==> config.mk <==
export PLATFORM = sky130hd
export DESIGN_NAME = zktc_artys7_soc
export DESIGN_NICKNAME = d
export VERILOG_FILES = /design/src/rtl/zktc_artys7_soc.sv
export SDC_FILE = /design/constraint.sdc
export NUM_CORES = 1
export LEC_CHECK = 0
export ABC_AREA = 1
export BUFFER_PORTS_ARGS = -buffer_cell sky130_fd_sc_hd__clkbuf_2
export CORE_ASPECT_RATIO = 0.9
export CORE_MARGIN = 5
export CORE_UTILIZATION = 35
export CTS_CLUSTER_DIAMETER = 60
export DETAILED_ROUTE_END_ITERATION = 12
export PLACE_DENSITY = 0.52
export SETUP_SLACK_MARGIN = 0.1
export SLEW_MARGIN = 20
export SYNTH_ARGS = -nofsm -noshare
export SYNTH_HDL_FRONTEND = slang
export SYNTH_SLANG_ARGS = --single-unit
==> constraint.sdc <==
create_clock -name clk -period 1.7 [get_ports clk]
set_clock_uncertainty 0.1 [all_clocks]
set_input_delay 0.34 -clock clk [delete_from_list [all_inputs] [get_ports clk]]
set_output_delay 0.34 -clock clk [all_outputs]
set_load 0.02 [all_outputs]
==> src/rtl/zktc_artys7_soc.sv <==
// Arty S7 UART loopback self-test: transmits a fixed pattern on txd, receives it on rxd
// through an interrupt path, and reports pass (1010) or fail (0101) on the LEDs.
module zktc_artys7_soc #(
  parameter int CLKS_PER_BIT = 868,
  parameter int TIMEOUT_CLKS = 20 * CLKS_PER_BIT
) (
  input  logic       clk,
  input  logic       rstn,
  input  logic       rxd,
  output logic       txd,
  output logic [3:0] led,
  output logic       io0,
  output logic       io1,
  output logic       io2,
  output logic       io3,
  output logic       io4,
  output logic       io5,
  output logic       io6,
  output logic       io7
);

  localparam int CW = $clog2(CLKS_PER_BIT);
  localparam int TW = $clog2(TIMEOUT_CLKS + 1);
  localparam logic [CW-1:0] BIT_LAST  = CW'(CLKS_PER_BIT - 1);
  localparam logic [CW-1:0] HALF_LAST = CW'(CLKS_PER_BIT / 2 - 1);
  localparam logic [TW-1:0] TMO_LAST  = TW'(TIMEOUT_CLKS - 1);

  typedef enum logic [2:0] {S_IDLE, S_SEND, S_WAIT_IRQ, S_CHECK, S_PASS, S_FAIL} seq_state_t;

  function automatic logic [7:0] pattern_byte(input logic [1:0] i);
    case (i)
      2'd0:    return 8'h55;
      2'd1:    return 8'hAA;
      2'd2:    return 8'h0F;
      default: return 8'hF0;
    endcase
  endfunction

  // ---------------- transmitter ----------------
  logic          tx_start, tx_busy, txd_r;
  logic [7:0]    tx_data;
  logic [9:0]    tx_sh;
  logic [CW-1:0] tx_cnt;
  logic [3:0]    tx_bitn;

  // NOTE: sequential state uses <= so every flop samples pre-edge values, independent of block order.
  always_ff @(posedge clk) begin
    if (rstn) begin
      tx_busy <= 1'b0;
      tx_sh   <= '1;
      tx_cnt  <= '0;
      tx_bitn <= '0;
      txd_r   <= 1'b1;
    end else if (!tx_busy) begin
      if (tx_start) begin
        tx_busy <= 1'b1;
        tx_sh   <= {1'b1, tx_data, 1'b0};
        tx_cnt  <= '0;
        tx_bitn <= '0;
        txd_r   <= 1'b0;
      end
    end else if (tx_cnt == BIT_LAST) begin
      tx_cnt <= '0;
      tx_sh  <= {1'b1, tx_sh[9:1]};
      txd_r  <= tx_sh[1];
      if (tx_bitn == 4'd9) tx_busy <= 1'b0;
      else                 tx_bitn <= tx_bitn + 4'd1;
    end else begin
      tx_cnt <= tx_cnt + CW'(1);
    end
  end

  // ---------------- receiver ----------------
  logic          rx_s1, rx_s2, rx_prev, rx_busy, rx_valid, rx_ferr;
  logic [CW-1:0] rx_cnt;
  logic [3:0]    rx_bitn;
  logic [7:0]    rx_sh;

  always_ff @(posedge clk) begin
    if (rstn) begin
      // NOTE: synchronizer resets to idle-high so releasing reset never looks like a start edge.
      rx_s1    <= 1'b1;
      rx_s2    <= 1'b1;
      rx_prev  <= 1'b1;
      rx_busy  <= 1'b0;
      rx_valid <= 1'b0;
      rx_ferr  <= 1'b0;
      rx_cnt   <= '0;
      rx_bitn  <= '0;
      rx_sh    <= '0;
    end else begin
      rx_s1    <= rxd;
      rx_s2    <= rx_s1;
      rx_prev  <= rx_s2;
      rx_valid <= 1'b0;
      rx_ferr  <= 1'b0;
      if (!rx_busy) begin
        if (rx_prev && !rx_s2) begin
          rx_busy <= 1'b1;
          rx_cnt  <= '0;
          rx_bitn <= '0;
        end
      end else if (rx_bitn == 4'd0) begin
        // Mid-start re-check: a high line here means the edge was a glitch.
        if (rx_cnt == HALF_LAST) begin
          rx_cnt <= '0;
          if (rx_s2) rx_busy <= 1'b0;
          else       rx_bitn <= 4'd1;
        end else begin
          rx_cnt <= rx_cnt + CW'(1);
        end
      end else if (rx_cnt == BIT_LAST) begin
        rx_cnt <= '0;
        if (rx_bitn == 4'd9) begin
          rx_busy  <= 1'b0;
          rx_valid <= rx_s2;
          rx_ferr  <= ~rx_s2;
        end else begin
          rx_sh   <= {rx_s2, rx_sh[7:1]};
          rx_bitn <= rx_bitn + 4'd1;
        end
      end else begin
        rx_cnt <= rx_cnt + CW'(1);
      end
    end
  end

  // ---------------- interrupt controller ----------------
  logic       irq_pending, irq_enable, irq_ferr, irq_ack, irq_en_set;
  logic [7:0] irq_data;

  always_ff @(posedge clk) begin
    if (rstn) begin
      irq_pending <= 1'b0;
      irq_enable  <= 1'b0;
      irq_ferr    <= 1'b0;
      irq_data    <= '0;
    end else begin
      // A new event wins over a simultaneous acknowledge.
      if (rx_valid || rx_ferr) begin
        irq_pending <= 1'b1;
        irq_ferr    <= rx_ferr;
        irq_data    <= rx_sh;
      end else if (irq_ack) begin
        irq_pending <= 1'b0;
      end
      if (irq_en_set)   irq_enable <= 1'b1;
      else if (irq_ack) irq_enable <= 1'b0;
    end
  end

  // ---------------- sequencer ----------------
  seq_state_t    state, state_n;
  logic [1:0]    idx, idx_n;
  logic [TW-1:0] tmo;
  logic [3:0]    led_r, led_n;
  logic [7:0]    io_r;
  logic          io_we;

  always_ff @(posedge clk) begin
    if (rstn) begin
      state <= S_IDLE;
      idx   <= '0;
      tmo   <= '0;
      led_r <= '0;
      io_r  <= '0;
    end else begin
      state <= state_n;
      idx   <= idx_n;
      led_r <= led_n;
      if (state == S_SEND)          tmo <= '0;
      else if (state == S_WAIT_IRQ) tmo <= tmo + TW'(1);
      if (io_we) io_r <= irq_data;
    end
  end

  // NOTE: every always_comb output gets a default first, so no path can infer a latch.
  always_comb begin
    state_n    = state;
    idx_n      = idx;
    tx_start   = 1'b0;
    tx_data    = pattern_byte(idx);
    irq_en_set = 1'b0;
    irq_ack    = 1'b0;
    io_we      = 1'b0;
    case (state)
      S_IDLE: state_n = S_SEND;
      S_SEND: begin
        tx_start   = 1'b1;
        irq_en_set = 1'b1;
        state_n    = S_WAIT_IRQ;
      end
      S_WAIT_IRQ: begin
        if (irq_pending && irq_enable) state_n = S_CHECK;
        else if (tmo == TMO_LAST)      state_n = S_FAIL;
      end
      S_CHECK: begin
        irq_ack = 1'b1;
        io_we   = 1'b1;
        if (irq_ferr || irq_data != pattern_byte(idx)) state_n = S_FAIL;
        else if (idx == 2'd3)                          state_n = S_PASS;
        else if (!tx_busy) begin
          idx_n   = idx + 2'd1;
          state_n = S_SEND;
        end
      end
      default: ;
    endcase
    led_n = {2'b00, idx_n};
    if (state_n == S_PASS)      led_n = 4'b1010;
    else if (state_n == S_FAIL) led_n = 4'b0101;
  end

  assign txd = txd_r;
  assign led = led_r;
  assign {io7, io6, io5, io4, io3, io2, io1, io0} = io_r;

endmodule

Word-level counts from Yosys, hierarchy flattened
Cells that the tools add are included.

word-level totals
  flip-flop bits (word level) = 97
  word-level logic and storage cells = 130
  output and inout bits = 13
  bits of input ports = 3

cells by class
  multiplexer cells = 55
  reduce and logical (&&, ||, !) cells = 19
  add/subtract/negate cells = 6
  equal/unequal tests = 21
  bitwise logic cells = 5

operator list
  kind                   number
  $mux 10                11
  $mux 4                 12
  $pmux 8 s3             1
  $add 10x1->10 const B  2
  $eq 10x10->1 const B   2
  $mux 1                 19
  $mux 3                 6
  $add 15x1->15 const B  1
  $eq 15x15->1 const B   1
  $pmux 3 s4             1
  $eq 10x9->1 const B    1
  $add 4x1->4 const B    2
  $eq 4x4->1 const B     2
  $mux 2                 4
  $mux 8                 1
  $ne 8x8->1             1
  $reduce_bool 2->1      4
  $eq 3x2->1 const B     2
  $eq 3x3->1 const B     2
  $ne 3x3->1 const B     2
  $not 1->1              5
  $reduce_and 5->1       1
  $reduce_or 5->1        1
  $eq 2x2->1 const B     2
  other kinds (17)       20

Depth between registers and ports, before layout
Gate-level depths: netlist of run 1.

  depth after elaboration = 10
  depth in mapped cells = 14

Least setup slack after synthesis of run 1
Ideal clock, no wire load.

  path type = flip-flop to flip-flop
  start = register idx[0]
  end = register led_r[1], in the netlist led[1]
  library setup time = 0.059 ns
  path slack = -0.090 ns
  path buffers = 0
  arrival time = 1.631 ns
  cell stages (with the launch flop) = 14
  cell sequence = dfxtp_1 > inv_1 > ha_1 > inv_2 > nand3_1 > nand2_1 > nand3_1 > nor3_2 > nand3_1 > nand2_1 > inv_1 > nor2_2 > nand2_1 > nand2_1

on the way
  word-level cells in the longest chain between the ends = 10
  elaborated cells on any way between the ends = 20
  those cells by class = 1 x add/sub; 6 x eq/ne; 11 x mux; 2 x reduce/logical

ends and longest elaborated chain
  element                             line  RTL
  start: declaration                  154   logic [1:0] idx, idx_n;
  start signal: assignment            169   idx <= idx_n;
  $eq 2x2->1 (tied with other cells)  31    case (i)
  $pmux 8 s3                          31
  $mux 8                              186   case (state)
  $ne 8x8->1                          200   if (irq_ferr || irq_data != pattern_byte(idx)) state_n = S_FAIL;
  $logic_or 1x1->1                    200
  $mux 3                              200
  $pmux 3 s4                          186
  $eq 3x3->1                          211   else if (state_n == S_FAIL) led_n = 4'b0101;
  $mux 3                              211
  $mux 4 (*)                          210   if (state_n == S_PASS) led_n = 4'b1010;
  end signal: assignment              170   led_r <= led_n;
  end: declaration                    156   logic [3:0] led_r, led_n;

Every way passes the cells marked *; elsewhere a longest branch is shown, timed or not. The select of a mux whose other input is x is not followed.
A chain may end at the register's enable or synchronous reset.

Worst setup path after layout of run 1
  start = register idx[0]
  end = register led_r[0], in the netlist led[0]

on the way
  word-level cells in the longest chain between the ends = 9
  elaborated cells on any way between the ends = 20
  those cells by class = 1 x add/sub; 6 x eq/ne; 10 x mux; 3 x reduce/logical

ends and longest elaborated chain
  element                                           line
  $eq 2x2->1 (tied with other cells)                31
  $pmux 8 s3                                        31
  $mux 8                                            186
  $ne 8x8->1                                        200
  $logic_or 1x1->1                                  200
  $mux 3                                            200
  $pmux 3 s4                                        186
  $eq 3x3->1, on equally long branches              211, 210
  $mux 3 / $reduce_or 2->1 (equally long branches)  n/a

Parallel ways exist; a longest one is shown, timed or not. The select of a mux whose other input is x is not followed.

==> metrics.md, run 1 <==
| Metric | Value |
|---|---|
| Fillers | `1266` |
| Total CTS buffers | `9` |
| Initial Util | `a little over a third` |
| Most frequently used flop master after synthesis | `dfxtp_1` |
| Area of the multi-input gates | `2781 um2` |
| Placed cell count | `between 800 and 900` |
| Rows | `39` |
| Full die area | `between 15000 and 20000 um2` |
| Count leader, synth | `nand2_1` |
| TritonCTS clock tree | `done` |
| First-pass GRT wire length | `roughly 18000 um` |
| Root buf cell | `clkbuf_16` |
| Commonest cells in the synthesized netlist | `nand2_1, dfxtp_1, nor2_1` |
| Max Cap Viol | `0` |
| Mean Syn Cell Area | `approximately 7.4 um2` |
| RSZ-0062 raised after global routing | `true` |
| I/O Buffers | `15` |
| Area Overhead vs Synth | `39.38%` |
| WL per Instance | `~12 um` |
| LEAKAGE | `approximately 2.5 nW` |
| Yosys warnings | `0` |
| Final setup vio count | `4` |
| CTS HTree Levels | `3` |
| Die width | `129.1 um` |
| Arr. time, crit path | `between 1500 and 2000 ps` |
| Clk slew on worst S/H paths | `approximately 70 ps` |
| Async SR Flop Fraction | `0%` |
| Iteration count of the initial detailed-routing pass | `4` |
| Clk Latency, worst-skew pair | `340 ps` |
| Worst IR drop on VDD | `around 0.00054 V` |
| Worst-Margin Slew | `456.3 ps` |
| Crit-path max FO | `4` |
| Status | `complete, but fails checks` |
| Yosys reg bits | `95` |
| Fin crit share | `105.3%` |
| Post-place instance area | `between 5000 and 6000 um2` |
| Hold WC Path Type | `input pin to register` |
| DRC violations left | `0` |
| Hold Buf Count CTS | `0` |
| Slew Viols, Final | `0` |
| Synth Cell Area | `between 4000 and 5000 um2` |
| Setup CP Type | `register to register` |
| Clk buf depth | `2` |
| Register area | `1933 um2` |
| CP required | `1870 ps` |
| CTS Sinks | `95` |
| Vias in the first global route | `between 3k and 4k` |
| Endpoints failing hold | `0` |
| GR Util met1 | `approximately 18%` |
| Top post-synthesis cells by area | `dfxtp_1, nand2_1, nor2_1, o21ai_0, inv_1` |
| WL final | `10830 um` |
| Final instance area | `between 6000 and 7000 um2` |
| Largest net degree at the start of global routing | `35` |
| GRT Util Overall | `between 10% and 20%` |
| Global routing usage on met2 | `between 20% and 30%` |
| GRT Residual Overflow | `0` |
| Critical path endpoint category | `register` |
| Core Region | `12590 um2` |
| EDFF count, synth | `0` |
| I/O pin cnt | `16` |
| Fin nets | `a little over 700` |
| Share of cells above drive strength 1 | `between 30% and 40%` |
| Slew headroom | `69.58%` |
| Initial antenna violation count | `0` |
| Register area share after synthesis | `42.54%` |
| DPL Wire Length | `7244 um` |
| Diode count | `0` |
| Worst setup SP type | `register` |
| Net count after synthesis | `625` |
| Synth top area share | `a little over two fifths` |
| Final min period | `roughly 1800 ps` |
| Synth area leader | `dfxtp_1` |
| Count of cell types in the netlist | `44` |
| Via count | `4185` |
| Failing checks | `negative setup slack` |
| Vias per inst | `~4.8` |
| Post-route setup slack | `-89.31 ps` |
| Synth Instances | `around 610` |
| Most Used Layer, Global Route | `met2` |
| Non-filler instance count after layout | `approximately 870` |
| Power density over cell area | `~1100 nW/um2` |
| DRT iter0 DRCs | `around 190` |
| Met3 Track Usage GR | `about 3.4%` |
| Overall die height | `between 100 and 150 um` |
| ANT nets after route | `0` |
| Fin Hold WS | `80.00 ps` |
| GPL Wtd Cong | `0.8410` |
| Maximum clock rate | `approximately 0.56 GHz` |
logic make-up (layout without fill, tap and decap cells):
group	count (synthesis)	count (layout)	share of synthesized area, %
AOI/OAI and AO/OA	120	120	14.72
xor gates and xnor gates	7	7	1.371
adders and majority gates	14	14	3.918
buffers and inverters	88	185	7.641
DFF	95	95	42.54
and+or+nand+nor	284	284	29.81
through the flow:
step	utilization, %	power, W	worst slack, ps	TNS (ps)
2_1_floorplan	-	0.003837	70.18	0
3_3_place_gp	40.76	0.004447	-97.79	-383.6
3_5_place_dp	40.76	0.004466	-102.7	-581.1
4_1_cts	45.28	0.006486	-76.70	-128.6
5_1_grt	49.49	0.007286	-264.4	-1839
6_report	49.49	0.006852	-89.31	-253.1
worst max-delay path: stages (launching register included):
cell     delay, ps
dfxtp_4        370
inv_4           40
ha_4           250
inv_4           60
nand3_2         60
nand2_2        110
nand3_4         90
nor3_4         240
nand2_1         80
nand2_1         60
inv_1           40
nor2_2         100
nand2_1         60
o21ai_1         60
power breakdown:
group          switching [W]  leakage, nW  internal [W]
Clock               0.000908        0.133       0.00101
Sequential          0.000158        0.780       0.00249
Combinational        0.00133         1.58      0.000965
final cells by class:
cell class / count / area share, %
Clock inverter: 7 / 0.8835
Sequential cell: 95 / 31.02
Inverter: 74 / 4.920
Tap cell: 164 / 3.293
Multi-Input combinational cell: 425 / 44.64
Timing Repair Buffer: 95 / 11.63
Clock buffer: 9 / 3.614
per-layer routing:
metal	vias to the layer above	wire, um
li1	2183	-
met2	40	5363
met5	-	0
met4	0	92
met3	7	242
met1	1955	5133
cell usage in the layout (no fill, tap or decap), types with 6 or more instances in the layout:
master and instances:
nand3_4 7, o21ai_1 9, nor2_2 15, dfxtp_1 78
nor3_4 6, nand2_2 24, a21oi_2 13, a21oi_1 29
o21ai_0 37, nand4_1 8, nor2_4 12, inv_1 55
clkbuf_2 15, nand2_1 81, nand3_2 11, o21ai_2 10
buf_6 13, inv_4 7, clkbuf_16 9, ha_4 7
nand3_1 17, nor2_1 74, o211ai_1 6, inv_2 9
buf_4 67, dfxtp_2 13
final timing paths:
check        slack [ps]     end  startpoint  depth (start not counted)
min                  80   rx_s1         rxd                          2
max                 -90  led[0]      idx[0]                         13
max reg2reg         -90  led[0]      idx[0]                         13
min reg2reg         310   rx_s2       rx_s1                          1
registers in the layout (all words and copies together), names as in the netlist, 2 cells and up:
register  flops
led           4
tx_cnt       10
tx_bitn       4
tx_sh         8
tmo          15
io_r          8
idx           2
rx_cnt       10
rx_sh         8
state         3
rx_bitn       4
irq_data      8
timing repair:
item / 4_1_cts / 5_1_grt
hold endpoints to repair: 0 / 0
setup buffers: 7 / 22
pin swaps: 33 / 58
gates resized for setup: 71 / 112
setup endpoints to repair: 39 / 63
(Power assumes the default switching activity.)
==> run 2, diff against run 1 <==
--- a/config.mk
+++ b/config.mk
@@ -9,10 +9,10 @@
 export BUFFER_PORTS_ARGS = -buffer_cell sky130_fd_sc_hd__clkbuf_2
 export CORE_ASPECT_RATIO = 0.9
 export CORE_MARGIN = 5
-export CORE_UTILIZATION = 35
+export CORE_UTILIZATION = 55
 export CTS_CLUSTER_DIAMETER = 60
 export DETAILED_ROUTE_END_ITERATION = 12
-export PLACE_DENSITY = 0.52
+export PLACE_DENSITY = 0.75
 export SETUP_SLACK_MARGIN = 0.1
 export SLEW_MARGIN = 20
 export SYNTH_ARGS = -nofsm -noshare
==> run 2 against run 1 <==
Net effect:
- the run still ends with negative setup slack left
- flip-flop and latch count unchanged
- maximum frequency decreased by 6.4%
- first-iteration DRC count increased by 24%
- critical path depth down 3
- total power about the same
- sequential share of layout area grew 0.70 points
- via count rose by 6.3%
- final area decreased by 1.9%
- count of clock-buffer cells in the layout did not move
- clock power is 15% lower
- cell count is 7.7% lower
- combinational power up 10%
- critical endpoint is now idx[0]
- largest power group unchanged
- highest routed layer unchanged
==> metrics.md, run 2 (synthesis gave the netlist of run 1 again) <==
| Metric | Value |
|---|---|
| Final min period | `around 1900 ps` |
| Slew Viols, Final | `0` |
| Initial antenna violation count | `0` |
| Register area | `1939 um2` |
| Total CTS buffers | `9` |
| Fin nets | `~700` |
| Largest Register | `tmo` |
| Worst-case reg-to-reg path depth | `10` |
| Post-place instance area | `~5000 um2` |
| Area Overhead vs Synth | `36.75%` |
| Vias in the first global route | `approximately 4.2k` |
| Core Region | `between 7000 and 8000 um2` |
| Hold Buf Count CTS | `0` |
| DRC violations left | `0` |
| Worst-Margin Slew | `459.7 ps` |
| Power density over cell area | `between 1000 and 1500 nW/um2` |
| Hold Crit Depth | `2` |
| Overall die height | `~96 um` |
| GPL Wtd Cong | `roughly 0.9` |
| Hold WC Path Type | `input pin to register` |
| Worst IR drop on VDD | `slightly below 0.0007 V` |
| Final setup vio count | `11` |
| LEAKAGE | `about 2.4 nW` |
| Fin Hold WS | `just over 50 ps` |
| Slew headroom | `approximately 69%` |
| Crit path largest cell delay | `between 300 and 400 ps` |
| Rows | `31` |
| Commonest non-fill, non-tap cell in the layout | `nand2_1` |
| First-pass GRT wire length | `18120 um` |
| Root buf cell | `clkbuf_8` |
| Worst path slowest cell | `dfxtp_4` |
| Post-route setup slack | `-212.3 ps` |
| GRT Util Overall | `21.69%` |
| CTS HTree Levels | `3` |
| Fillers | `roughly 550` |
| Most frequent cells in the layout | `nand2_1, nor2_1, dfxtp_1` |
| Area of the multi-input gates | `between 2000 and 3000 um2` |
| Final Total Pwr | `0.006848 W` |
| Placed cell count | `approximately 750` |
| I/O Buffers | `15` |
| TritonCTS clock tree | `done` |
| Endpoints failing hold | `0` |
| Non-filler instance count after layout | `~800` |
| CP required | `~1900 ps` |
| Vias per inst | `between 5 and 6` |
| I/O pin cnt | `16` |
| CTS Sinks | `95` |
| Final instance area | `6113 um2` |
| Max Cap Viol | `0` |
| Full die area | `10030 um2` |
| Max FFs per register | `15` |
| Setup CP Type | `register to register` |
| ANT nets after route | `0` |
| Maximum clock rate | `about 0.52 GHz` |
| WL per Instance | `15.05 um` |
| GRT Residual Overflow | `0` |
| Crit-path max FO | `4` |
| Fin crit share | `112.5%` |
| Arr. time, crit path | `~2100 ps` |
| Diode count | `0` |
| Clk Latency, worst-skew pair | `380 ps` |
| RSZ-0062 raised after global routing | `true` |
| WL final | `12070 um` |
| Via count | `approximately 4.4k` |
| Worst setup SP type | `register` |
| Share of cells above drive strength 1 | `a little under two fifths` |
| Die width | `~110 um` |
| Failing checks | `negative setup slack` |
| DRT iter0 DRCs | `between 200 and 250` |
| Clk slew on worst S/H paths | `~100 ps` |
| Clk buf depth | `2` |
| DPL Wire Length | `6945 um` |
| Status | `complete, but fails checks` |
| Initial Util | `55.95%` |
| Iteration count of the initial detailed-routing pass | `5` |
| Top Registers | `tmo (15), rx_cnt (10), tx_cnt (10)` |
| Critical path endpoint category | `register` |
| Critical Path, Cell by Cell | `inv_4 -> ha_4 -> nand3_2 -> nand2_4 -> nand3_4 -> nor3_4 -> nand3_1 -> nand2_2 -> nor2_4 -> buf_4` |
| Largest net degree at the start of global routing | `35` |
-- run 2: critical path: cells and delay by family, from the launching register on --
kind,cells,cell delay [ps]
flops,1,380
fa+ha+maj,1,290
buf+inv,2,180
simple gates,7,860
-- run 2: per-stage QoR --
stage / setup slack, ps / setup TNS [ps] / util, %
floorplan: 70.18 / 0 / -
global placement: -14.52 / -23.45 / 62.45
detailed placement: -106.1 / -584.3 / 62.45
CTS: -110.5 / -398.9 / 69.82
global route: -317.2 / -2488 / 76.51
finish: -212.3 / -926.7 / 76.51
-- run 2: power by group --
group,internal (W),leakage [nW],switching [W]
Clock,0.000830,0.106,0.000812
Combinational,0.00109,1.55,0.00144
Sequential,0.00249,0.782,0.000181
Total,0.00441,2.43,0.00244
-- run 2: final timing paths --
| path | start | to | slack (ps) |
|---|---|---|---|
| max | idx[1] | idx[0] | -210 |
| max reg2reg | idx[1] | idx[0] | -210 |
| min reg2reg | rx_s1 | rx_s2 | 320 |
| min | rxd | rx_s1 | 50 |
-- run 2: repair_timing --
action / CTS / global route
gates resized for setup: 73 / 114
gates cloned: 0 / 1
buffers inserted: 17 / 18
pin swaps: 47 / 70
endpoints found under the setup margin: 35 / 56
-- run 2: cell type report --
| cell class | count | share of cell area [%] |
|---|---|---|
| clock inverter | 6 | 1.535 |
| tap | 99 | 2.026 |
| inverter | 74 | 5.117 |
| timing repair inverter | 1 | 0.1023 |
| multi-input combinational | 425 | 45.23 |
| sequential | 95 | 31.72 |
| clock buffer | 9 | 2.026 |
| timing repair buffer | 93 | 12.24 |
-- run 2: per-layer routing --
layer / wire [um] / GRT usage [%]
met1: 4824 / 25.02
met2: 6226 / 39.41
met3: 636 / 5.078
met4: 380 / 7.881
met5: 0 / 0
==> run 3, diff against run 2 <==
--- a/config.mk
+++ b/config.mk
@@ -13,6 +13,7 @@
 export CTS_CLUSTER_DIAMETER = 60
 export DETAILED_ROUTE_END_ITERATION = 12
 export PLACE_DENSITY = 0.75
+export REMOVE_ABC_BUFFERS = 1
 export SETUP_SLACK_MARGIN = 0.1
 export SLEW_MARGIN = 20
 export SYNTH_ARGS = -nofsm -noshare
==> run 3 against run 2 <==
Net effect:
- the flow still finishes with violations (negative setup slack)
- non-clock buffer count shrank 12
- setup slack got worse by 37 ps
- clock power decreased by 13%
- sequential share of layout area grew 0.35 points
- critical endpoint is now led[0]
- critical path depth grew 2
- global-route usage shrank 0.99 points
- utilization fell by 0.83 points
- final area decreased by 1.1%
- largest cell class unchanged
- sequential power barely moved
==> metrics.md, run 3 (synthesis gave the netlist of run 1 again) <==
| Metric | Value |
|---|---|
| Non-filler instance count after layout | `roughly 800` |
| Overall die height | `between 90 and 100 um` |
| Slew headroom | `74.81%` |
| DR top layer | `met4` |
| Worst-Margin Slew | `~380 ps` |
| Commonest non-fill, non-tap cell in the layout | `nand2_1` |
| Fin crit share | `114.6%` |
| Hold WC Path Type | `input pin to register` |
| First-pass GRT wire length | `approximately 17000 um` |
| Vias in the first global route | `3956` |
| Metal3 WL | `about 560 um` |
| Slew Viols, Final | `0` |
| TritonCTS clock tree | `done` |
| Status | `complete, but fails checks` |
| Fin nets | `between 700 and 800` |
| Max Cap Viol | `0` |
| I/O pin cnt | `16` |
| Worst IR drop on VDD | `~0.00070 V` |
| Clk slew on worst S/H paths | `approximately 100 ps` |
| Fillers | `498` |
| GRT Residual Overflow | `0` |
| Fin Hold WS | `between 50 and 60 ps` |
| Final min period | `~2000 ps` |
| Failing checks | `negative setup slack` |
| Initial Util | `about 56%` |
| Area Overhead vs Synth | `35.26%` |
| WL final | `~12000 um` |
| Post-place instance area | `a little under 5000 um2` |
| Arr. time, crit path | `around 2200 ps` |
| Critical path endpoint category | `register` |
| Clk buf depth | `2` |
| Rows | `31` |
| Met2 wire len | `about 6200 um` |
| Setup WS pre-CTS | `-244.2 ps` |
| I/O Buffers | `15` |
| Worst setup SP type | `register` |
| GRT Util Overall | `20.70%` |
| GPL Wtd Cong | `~0.88` |
| Root buf cell | `clkbuf_8` |
| DRC violations left | `0` |
| Endpoints failing hold | `0` |
| ANT nets after route | `0` |
| Most frequent cells in the layout | `nand2_1, dfxtp_1, nor2_1` |
| Top Registers | `tmo (15), rx_cnt (10), tx_cnt (10)` |
| Full die area | `between 10000 and 15000 um2` |
| Placed cell count | `between 700 and 800` |
| Clk Latency, worst-skew pair | `between 300 and 400 ps` |
| Initial antenna violation count | `0` |
| Final setup vio count | `11` |
| Crit-path max FO | `4` |
| Wire length on met1 | `around 5100 um` |
| Share of cells above drive strength 1 | `roughly two fifths` |
| RSZ-0062 raised after global routing | `true` |
| WL per Instance | `15.32 um` |
| CP required | `approximately 1900 ps` |
| Setup CP Type | `register to register` |
| CTS HTree Levels | `3` |
| Iteration count of the initial detailed-routing pass | `6` |
| Via count | `between 4k and 5k` |
| Core Region | `around 8000 um2` |
| Diode count | `0` |
| Maximum clock rate | `0.5131 GHz` |
| Max FFs per register | `15` |
| Die width | `about 110 um` |
| LEAKAGE | `around 2.4 nW` |
| Final instance area | `6047 um2` |
| Post-route setup slack | `-249.0 ps` |
| Total CTS buffers | `9` |
| Largest net degree at the start of global routing | `28` |
| Vias per inst | `5.633` |
| Largest Register | `tmo` |
| Power density over cell area | `between 1000 and 1500 nW/um2` |
| CTS Sinks | `95` |
| DRT iter0 DRCs | `between 300 and 400` |
| DPL Wire Length | `6942 um` |
| Final Total Pwr | `0.006588 W` |
==> run 3: cell types whose count changed in the layout (fill, tap and decap cells not counted), moves of 4 or more <==
cell     previous run  this run
buf_4              58        52
o21ai_2             5         9
inv_2               9        13
buf_6              18        10
ha_4                5         9
inv_4               7         3
nand2_2            19        23
==> run 3: final cells by class <==
type                    count  area (um2)  share of cell area (%)
flip-flops and latches     95        1939                   32.07
well taps                  99       123.9                   2.048
repair buffers             81       653.1                   10.80
inverters                  74       300.3                   4.966
clock inverters             6       51.30                  0.8483
clock buffers              10       127.6                   2.110
repair inverters            2       11.26                  0.1862
multi-input cells         425        2840                   46.97
==> run 3: repair_timing <==
item / CTS / global route
hold buffers: 0 / 0
gates cloned: 0 / 2
hold endpoints to repair: 0 / 0
gates resized for setup: 88 / 117
endpoints found under the setup margin: 41 / 60
buffers inserted: 10 / 18
pin swaps: 40 / 60
==> run 3: through the flow <==
stage,utilization (%),setup TNS [ps]
floorplan,-,-322.3
global placement,61.31,-524.2
detailed placement,61.31,-1263
CTS,68.68,-265.7
global route,75.68,-3090
finish,75.68,-1173
==> run 3: worst paths after layout <==
check | startpoint | endpoint | slack (ps) | cells past startpoint
min | rxd | rx_s1 | 60 | 2
max | idx[1] | led[0] | -250 | 12
max reg2reg | idx[1] | led[0] | -250 | 12
min reg2reg | rx_s1 | rx_s2 | 320 | 1
==> run 3: power by group <==
group          internal [W]  switching [W]
Clock              0.000560       0.000856
Combinational       0.00104        0.00148
Sequential          0.00249       0.000173
==> run 3: critical path, cell delays in order (launching register included) <==
cell and delay, ps:
dfxtp_2 360, inv_2 60, buf_6 120, ha_4 170
o21ai_4 180, nand3_4 130, nor3_4 260, nand2_1 120
nand2_1 110, inv_2 40, nor2_2 130, nand2_1 60
o21ai_1 70
==> run 3: per-layer routing <==
metal / up-vias / track usage [%]
li1: 2174 / -
met1: 2125 / 23.62
met5: - / 0
met4: 0 / 6.070
met2: 132 / 38.68
met3: 30 / 4.807
